===== config.mk =====
export PLATFORM = sky130hd
export DESIGN_NAME = mmio_axi_demux
export DESIGN_NICKNAME = d
export VERILOG_FILES = /design/src/rtl/axi_pkg.sv /design/src/rtl/mmio_addr_decode.sv /design/src/rtl/mmio_axi_demux.sv
export SDC_FILE = /design/constraint.sdc
export NUM_CORES = 1
export LEC_CHECK = 0
export ABC_AREA = 1
export ABC_CLOCK_PERIOD_IN_PS = 3500
export BUFFER_PORTS_ARGS = -buffer_cell sky130_fd_sc_hd__buf_2
export CORE_AREA = 2 2 230 232
export DETAILED_ROUTE_END_ITERATION = 6
export DIE_AREA = 0 0 232 234
export SKIP_CTS_REPAIR_TIMING = 1
export SLEW_MARGIN = 15
export SYNTH_ARGS = -nofsm -noshare
export SYNTH_HDL_FRONTEND = slang
export SYNTH_SLANG_ARGS = --single-unit
export TNS_END_PERCENT = 1

===== constraint.sdc =====
create_clock -name clk -period 3.5 [get_ports clk]
set_input_delay 0.175 -clock clk [delete_from_list [all_inputs] [get_ports clk]]
set_output_delay 0.175 -clock clk [all_outputs]
set_load 0.02 [all_outputs]

===== src/rtl/axi_pkg.sv =====
// Shared AXI-lite constants, FSM state encodings and target select type
// for the MMIO demultiplexer.
package axi_pkg;

  localparam int unsigned ADDR_W   = 32;
  localparam int unsigned DATA_W   = 64;
  localparam int unsigned CLINT_AW = 16;
  localparam int unsigned RESP_W   = 2;

  localparam logic [RESP_W-1:0] AXI_RESP_OKAY   = 2'b00;
  localparam logic [RESP_W-1:0] AXI_RESP_DECERR = 2'b11;

  typedef enum logic [1:0] {R_IDLE, R_ADDR, R_RESP, R_ERR} rd_state_t;
  typedef enum logic [1:0] {W_IDLE, W_FWD, W_RESP, W_ERR} wr_state_t;
  typedef enum logic [1:0] {TGT_CLINT, TGT_DEV, TGT_ERR} tgt_t;

endpackage


===== src/rtl/mmio_addr_decode.sv =====
// Maps an upstream address onto a target window and its window-relative offset.
// Window ends are computed in 33 bits so a window touching 4 GiB cannot wrap.
module mmio_addr_decode
  import axi_pkg::*;
#(
  parameter logic [ADDR_W-1:0] CLINT_BASE = 32'h0200_0000,
  parameter logic [ADDR_W-1:0] CLINT_SIZE = 32'h0001_0000,
  parameter logic [ADDR_W-1:0] DEV_BASE   = 32'h1000_0000,
  parameter logic [ADDR_W-1:0] DEV_SIZE   = 32'h0000_1000
) (
  input  logic [ADDR_W-1:0] addr_i,
  output tgt_t              tgt_o,
  output logic [ADDR_W-1:0] offset_o
);

  logic [ADDR_W:0] addr_ext;
  logic [ADDR_W:0] clint_end;
  logic [ADDR_W:0] dev_end;

  always_comb begin
    addr_ext  = {1'b0, addr_i};
    clint_end = {1'b0, CLINT_BASE} + {1'b0, CLINT_SIZE};
    dev_end   = {1'b0, DEV_BASE} + {1'b0, DEV_SIZE};
    tgt_o     = TGT_ERR;
    offset_o  = '0;
    if (addr_ext >= {1'b0, CLINT_BASE} && addr_ext < clint_end) begin
      tgt_o    = TGT_CLINT;
      offset_o = addr_i - CLINT_BASE;
    end else if (addr_ext >= {1'b0, DEV_BASE} && addr_ext < dev_end) begin
      tgt_o    = TGT_DEV;
      offset_o = addr_i - DEV_BASE;
    end
  end

endmodule


===== src/rtl/mmio_axi_demux.sv =====
// 1-to-2 AXI-lite MMIO demux: CLINT (16-bit offsets) and device window,
// with local DECERR for unmapped addresses. Independent read and write paths.
module mmio_axi_demux
  import axi_pkg::*;
#(
  parameter logic [ADDR_W-1:0] CLINT_BASE = 32'h0200_0000,
  parameter logic [ADDR_W-1:0] CLINT_SIZE = 32'h0001_0000,
  parameter logic [ADDR_W-1:0] DEV_BASE   = 32'h1000_0000,
  parameter logic [ADDR_W-1:0] DEV_SIZE   = 32'h0000_1000
) (
  input  logic                clk,
  input  logic                rst,
  // upstream
  input  logic [ADDR_W-1:0]   s_axi_awaddr,
  input  logic                s_axi_awvalid,
  output logic                s_axi_awready,
  input  logic [DATA_W-1:0]   s_axi_wdata,
  input  logic                s_axi_wvalid,
  output logic                s_axi_wready,
  output logic                s_axi_bvalid,
  input  logic                s_axi_bready,
  output logic [RESP_W-1:0]   s_axi_bresp,
  input  logic [ADDR_W-1:0]   s_axi_araddr,
  input  logic                s_axi_arvalid,
  output logic                s_axi_arready,
  output logic                s_axi_rvalid,
  input  logic                s_axi_rready,
  output logic [DATA_W-1:0]   s_axi_rdata,
  output logic [RESP_W-1:0]   s_axi_rresp,
  // target 0: CLINT
  output logic [CLINT_AW-1:0] m0_axi_awaddr,
  output logic                m0_axi_awvalid,
  input  logic                m0_axi_awready,
  output logic [DATA_W-1:0]   m0_axi_wdata,
  output logic                m0_axi_wvalid,
  input  logic                m0_axi_wready,
  input  logic                m0_axi_bvalid,
  output logic                m0_axi_bready,
  input  logic [RESP_W-1:0]   m0_axi_bresp,
  output logic [CLINT_AW-1:0] m0_axi_araddr,
  output logic                m0_axi_arvalid,
  input  logic                m0_axi_arready,
  input  logic                m0_axi_rvalid,
  output logic                m0_axi_rready,
  input  logic [DATA_W-1:0]   m0_axi_rdata,
  input  logic [RESP_W-1:0]   m0_axi_rresp,
  // target 1: device window
  output logic [ADDR_W-1:0]   m1_axi_awaddr,
  output logic                m1_axi_awvalid,
  input  logic                m1_axi_awready,
  output logic [DATA_W-1:0]   m1_axi_wdata,
  output logic                m1_axi_wvalid,
  input  logic                m1_axi_wready,
  input  logic                m1_axi_bvalid,
  output logic                m1_axi_bready,
  input  logic [RESP_W-1:0]   m1_axi_bresp,
  output logic [ADDR_W-1:0]   m1_axi_araddr,
  output logic                m1_axi_arvalid,
  input  logic                m1_axi_arready,
  input  logic                m1_axi_rvalid,
  output logic                m1_axi_rready,
  input  logic [DATA_W-1:0]   m1_axi_rdata,
  input  logic [RESP_W-1:0]   m1_axi_rresp
);

  tgt_t              ar_tgt;
  tgt_t              aw_tgt;
  logic [ADDR_W-1:0] ar_off;
  logic [ADDR_W-1:0] aw_off;

  mmio_addr_decode #(
    .CLINT_BASE(CLINT_BASE), .CLINT_SIZE(CLINT_SIZE),
    .DEV_BASE(DEV_BASE), .DEV_SIZE(DEV_SIZE)
  ) u_ar_decode (
    .addr_i(s_axi_araddr), .tgt_o(ar_tgt), .offset_o(ar_off)
  );

  mmio_addr_decode #(
    .CLINT_BASE(CLINT_BASE), .CLINT_SIZE(CLINT_SIZE),
    .DEV_BASE(DEV_BASE), .DEV_SIZE(DEV_SIZE)
  ) u_aw_decode (
    .addr_i(s_axi_awaddr), .tgt_o(aw_tgt), .offset_o(aw_off)
  );

  // ---------------- read path ----------------
  rd_state_t         rd_state_q;
  tgt_t              ar_tgt_q;
  logic [ADDR_W-1:0] ar_off_q;
  logic              arready_q;
  logic              arvalid_q;

  logic              rd_t_arready;
  logic              rd_t_rvalid;
  logic [DATA_W-1:0] rd_t_rdata;
  logic [RESP_W-1:0] rd_t_rresp;
  logic              rd_resp;

  always_comb begin
    rd_t_arready = (ar_tgt_q == TGT_DEV) ? m1_axi_arready : m0_axi_arready;
    rd_t_rvalid  = (ar_tgt_q == TGT_DEV) ? m1_axi_rvalid  : m0_axi_rvalid;
    rd_t_rdata   = (ar_tgt_q == TGT_DEV) ? m1_axi_rdata   : m0_axi_rdata;
    rd_t_rresp   = (ar_tgt_q == TGT_DEV) ? m1_axi_rresp   : m0_axi_rresp;
  end

  always_ff @(posedge clk) begin
    if (rst) begin
      rd_state_q <= R_IDLE;
      ar_tgt_q   <= TGT_CLINT;
      ar_off_q   <= '0;
      arready_q  <= 1'b1;
      arvalid_q  <= 1'b0;
    end else begin
      case (rd_state_q)
        R_IDLE: if (s_axi_arvalid && arready_q) begin
          arready_q <= 1'b0;
          ar_tgt_q  <= ar_tgt;
          ar_off_q  <= ar_off;
          if (ar_tgt == TGT_ERR) begin
            rd_state_q <= R_ERR;
          end else begin
            rd_state_q <= R_ADDR;
            arvalid_q  <= 1'b1;
          end
        end
        R_ADDR: if (rd_t_arready) begin
          arvalid_q  <= 1'b0;
          rd_state_q <= R_RESP;
        end
        R_RESP: if (rd_t_rvalid && s_axi_rready) begin
          arready_q  <= 1'b1;
          rd_state_q <= R_IDLE;
        end
        R_ERR: if (s_axi_rready) begin
          arready_q  <= 1'b1;
          rd_state_q <= R_IDLE;
        end
        default: rd_state_q <= R_IDLE;
      endcase
    end
  end

  // response phase is a zero-latency pass-through of the selected target
  always_comb begin
    rd_resp        = (rd_state_q == R_RESP);
    s_axi_arready  = arready_q;
    m0_axi_araddr  = ar_off_q[CLINT_AW-1:0];
    m1_axi_araddr  = ar_off_q;
    m0_axi_arvalid = arvalid_q && (ar_tgt_q == TGT_CLINT);
    m1_axi_arvalid = arvalid_q && (ar_tgt_q == TGT_DEV);
    m0_axi_rready  = rd_resp && (ar_tgt_q == TGT_CLINT) && s_axi_rready;
    m1_axi_rready  = rd_resp && (ar_tgt_q == TGT_DEV) && s_axi_rready;
    s_axi_rvalid   = (rd_resp && rd_t_rvalid) || (rd_state_q == R_ERR);
    s_axi_rdata    = rd_resp ? rd_t_rdata : '0;
    s_axi_rresp    = AXI_RESP_OKAY;
    if (rd_resp) begin
      s_axi_rresp = rd_t_rresp;
    end else if (rd_state_q == R_ERR) begin
      s_axi_rresp = AXI_RESP_DECERR;
    end
  end

  // ---------------- write path ----------------
  wr_state_t         wr_state_q;
  tgt_t              aw_tgt_q;
  logic [ADDR_W-1:0] aw_off_q;
  logic [DATA_W-1:0] wdata_q;
  logic              awready_q;
  logic              wready_q;
  logic              awvalid_q;
  logic              wvalid_q;

  logic              wr_t_awready;
  logic              wr_t_wready;
  logic              wr_t_bvalid;
  logic [RESP_W-1:0] wr_t_bresp;
  logic              aw_hs;
  logic              w_hs;
  logic              aw_have;
  logic              w_have;
  tgt_t              wr_tgt_now;
  logic              aw_done;
  logic              w_done;

  always_comb begin
    wr_t_awready = (aw_tgt_q == TGT_DEV) ? m1_axi_awready : m0_axi_awready;
    wr_t_wready  = (aw_tgt_q == TGT_DEV) ? m1_axi_wready  : m0_axi_wready;
    wr_t_bvalid  = (aw_tgt_q == TGT_DEV) ? m1_axi_bvalid  : m0_axi_bvalid;
    wr_t_bresp   = (aw_tgt_q == TGT_DEV) ? m1_axi_bresp   : m0_axi_bresp;
    aw_hs        = s_axi_awvalid && awready_q;
    w_hs         = s_axi_wvalid && wready_q;
    aw_have      = aw_hs || !awready_q;
    w_have       = w_hs || !wready_q;
    wr_tgt_now   = aw_hs ? aw_tgt : aw_tgt_q;
    aw_done      = !awvalid_q || wr_t_awready;
    w_done       = !wvalid_q || wr_t_wready;
  end

  always_ff @(posedge clk) begin
    if (rst) begin
      wr_state_q <= W_IDLE;
      aw_tgt_q   <= TGT_CLINT;
      aw_off_q   <= '0;
      wdata_q    <= '0;
      awready_q  <= 1'b1;
      wready_q   <= 1'b1;
      awvalid_q  <= 1'b0;
      wvalid_q   <= 1'b0;
    end else begin
      case (wr_state_q)
        // AW and W are captured independently; forward once both are held
        W_IDLE: begin
          if (aw_hs) begin
            awready_q <= 1'b0;
            aw_tgt_q  <= aw_tgt;
            aw_off_q  <= aw_off;
          end
          if (w_hs) begin
            wready_q <= 1'b0;
            wdata_q  <= s_axi_wdata;
          end
          if (aw_have && w_have) begin
            if (wr_tgt_now == TGT_ERR) begin
              wr_state_q <= W_ERR;
            end else begin
              wr_state_q <= W_FWD;
              awvalid_q  <= 1'b1;
              wvalid_q   <= 1'b1;
            end
          end
        end
        W_FWD: begin
          if (awvalid_q && wr_t_awready) awvalid_q <= 1'b0;
          if (wvalid_q && wr_t_wready) wvalid_q <= 1'b0;
          if (aw_done && w_done) wr_state_q <= W_RESP;
        end
        W_RESP: if (wr_t_bvalid && s_axi_bready) begin
          awready_q  <= 1'b1;
          wready_q   <= 1'b1;
          wr_state_q <= W_IDLE;
        end
        W_ERR: if (s_axi_bready) begin
          awready_q  <= 1'b1;
          wready_q   <= 1'b1;
          wr_state_q <= W_IDLE;
        end
        default: wr_state_q <= W_IDLE;
      endcase
    end
  end

  always_comb begin
    s_axi_awready  = awready_q;
    s_axi_wready   = wready_q;
    m0_axi_awaddr  = aw_off_q[CLINT_AW-1:0];
    m1_axi_awaddr  = aw_off_q;
    m0_axi_wdata   = wdata_q;
    m1_axi_wdata   = wdata_q;
    m0_axi_awvalid = awvalid_q && (aw_tgt_q == TGT_CLINT);
    m1_axi_awvalid = awvalid_q && (aw_tgt_q == TGT_DEV);
    m0_axi_wvalid  = wvalid_q && (aw_tgt_q == TGT_CLINT);
    m1_axi_wvalid  = wvalid_q && (aw_tgt_q == TGT_DEV);
    m0_axi_bready  = (wr_state_q == W_RESP) && (aw_tgt_q == TGT_CLINT) && s_axi_bready;
    m1_axi_bready  = (wr_state_q == W_RESP) && (aw_tgt_q == TGT_DEV) && s_axi_bready;
    s_axi_bvalid   = ((wr_state_q == W_RESP) && wr_t_bvalid) || (wr_state_q == W_ERR);
    s_axi_bresp    = AXI_RESP_OKAY;
    if (wr_state_q == W_RESP) begin
      s_axi_bresp = wr_t_bresp;
    end else if (wr_state_q == W_ERR) begin
      s_axi_bresp = AXI_RESP_DECERR;
    end
  end

endmodule


==> out/qor.txt <==
Seq pwr share: 0.299
# DRC: 0
first-pass GRT wire length: 48400 µm
All-Layer GR Usage: 0.119
Synth cell types: 42
crit-path max cell delay: 0.58 ns
# fillers: 5841
ratio of cells with drive above 1 in the final layout: 0.398
Starting Density: 0.155
NetSw: 3.44 mW
Post-synth EDFFs: 0
slew margin rel.: 0.278
CP required: 3.32 ns
Tcrit/Tclk final: 0.753
clock power share: 0.244
async set-or-reset flop fraction in the synthesized netlist: 0
Slew Viols, Final: 0
sw frac: 0.454
RR Startpoint: wr_state_q[1]
Total Nets Final: 2044
most frequent cells in the layout: buf_2 (587), nand2_1 (253), nor2_1 (246), dfxtp_1 (142), a21oi_1 (95)
RSZ-0062 raised after global routing: false
CP Launch Type: register
hold worst-path end: m0_axi_wdata[55]
number of port buffers: 587
Worst-Margin Slew: 1.08 ns
R2R Setup Slk: 1.40 ns
Skew-Pair Late Insertion Delay: 0.47 ns
final wirelength: 35200 µm
worst clock skew: 0.0128 ns
Finished Core Util: 0.238
htree depth: 4
DRT Pass-1 Iters: 5
syn_nets: 1504
type of element capturing the critical path: output port
Final Setup Violations: 0
routability cong.: 0.831
Worst path slowest cell: nand2_2
vias: 9644
prevailing post-synth register cell: dfxtp_1
area of the multi-input gates: 0.00393 mm²
VDD IR-drop max: 0.000275 V
CTS tree: built
setup TNS: 0 ns
via/cell ratio: 3.93
clk buf depth: 2
root buf cell: clkbuf_16
hold slack final: -0.0350 ns
clock sink total: 142
total CTS buffers: 17
Core Footprint: 0.0520 mm²
Avg Inst Size Synth: 6.64 µm²
commonest non-fill, non-tap cell in the layout: buf_2
die height: 234 µm
Hold Path Class: input port to register
initial antenna violation count: 4
WP buf/inv: 2
Leakage: 6.42 nW
post-DP HPWL: 27200 µm
P_int: 4.13 mW
Reg2Reg Capture Point: wvalid_q
synthesized flop and latch total: 142
vias in the first global route: 8118
Remaining Overflow, GRT: 0
Synth Cell Area: 0.00807 mm²
initial detailed-routing violation count: 444
final-report hold violation count: 24
power density over cell area: 612 mW/mm²
Hold Crit Depth: 3
die area: 0.0543 mm²
worst r2r path cells: 8
failing checks: hold timing
register area: 0.00284 mm²
Final ANT Viol Nets: 0
Setup CP Type: register to output port
Fmax achieved: 380 MHz
outcome: finished with violations
Die X: 232 µm
MaxCap Viol Count: 0
cells after synthesis: 1214
IO Pins: 588
final worst slack: 0.866 ns
hold path startpoint: s_axi_wdata[55]
DR WL/cell: 14.3 µm
FP Rows: 84
CP Max Fanout: 50
Worst Setup SP: rd_state_q[0]
Critical Path AT: 2.46 ns
pre-CTS WS: 1.22 ns
Tot Pwr: 7.57 mW
CTS clk-pin slew, worst paths: 0.07 ns
area delta synth->final: 53.4%
CP top delay family: simple AND/OR/NAND/NOR gates
sequential share of the synthesized area: 0.352
Critical Path, Cell by Cell: inv_1 > nand2_2 > a21oi_1 > buf_2
synth warn: 0
Combinational Power Share: 0.457
largest net degree at the start of global routing: 71
Final Critical Period: 2.63 ns
## worst max-delay path by stage
stage / to / slack, ns / cells after the start
6_report: s_axi_rdata[63] / 0.87 / 4
5_1_grt: s_axi_rdata[63] / 0.57 / 4
4_1_cts: s_axi_rdata[63] / 0.68 / 4
3_5_place_dp: s_axi_rdata[63] / 1.22 / 4
3_3_place_gp: s_axi_rdata[63] / 1.20 / 4
2_1_floorplan: s_axi_rdata[35] / 1.84 / 6
## routing by layer
layer / up-vias / wire length, µm / global-route usage
li1: 4884 / - / -
met1: 4316 / 15300 / 0.149
met2: 396 / 16600 / 0.190
met3: 46 / 2420 / 0.0342
met4: 2 / 874 / 0.0497
met5: - / 15 / 0
## layout make-up
type,instances,share of cell area
diodes,1,0.000202
clock buffers,18,0.0355
clock inverters,12,0.0112
inverters,75,0.0234
multi-input cells,835,0.318
flip-flops and latches,142,0.230
well taps,688,0.0696
repair buffers,683,0.313
## synthesized netlist by cell type (19+ instances only)
cell	count	area share
nand2_1	255	0.12
nor2_1	246	0.11
dfxtp_1	142	0.35
buf_4	98	0.091
a21oi_1	95	0.059
o21ai_0	83	0.051
inv_1	59	0.027
clkbuf_1	45	0.021
o211ai_1	27	0.025
nand2_2	23	0.018
nand3_1	23	0.014
a21oi_2	19	0.021
## worst min-delay path, cell delays in order
cell     delay [ns]
buf_2          0.07
o21ai_0        0.07
nor2_1         0.08
## power groups by stage
stage          clock (mW)  sequential (mW)  combinational (mW)
5_1_grt              1.98             2.31                3.81
4_1_cts              1.92             2.27                3.42
2_1_floorplan           0             2.62                2.08
6_report             1.85             2.26                3.46
3_3_place_gp            0             2.29                3.41
3_5_place_dp            0             2.30                3.41
## flip-flops by register name, indices dropped and copies added (netlist names)
signal / flops
m1_axi_araddr: 32
s_axi_awready: 1
ar_tgt_q: 2
m1_axi_awaddr: 32
m0_axi_wdata: 64
aw_tgt_q: 2
wvalid_q: 1
arvalid_q: 1
awvalid_q: 1
rd_state_q: 2
s_axi_arready: 1
s_axi_wready: 1
wr_state_q: 2
## through the flow
stage	cell area (µm²)	std cells
after floorplan	8070	1214
after global placement	11000	2339
after detailed placement	11000	2339
after CTS	11500	2369
after global routing	12400	2454
final	12400	2454
## kinds of logic (layout without fill, tap and decap cells)
group,after synthesis,in the layout,synth area share
mux,1,1,0.00124
simple gates,574,574,0.289
compound gates,247,247,0.177
fa+ha+maj,9,9,0.0140
buf+inv,237,788,0.162
other cells,0,1,0
xor+xnor,4,4,0.00434
flops,142,142,0.352
(Power assumes the default switching activity.)
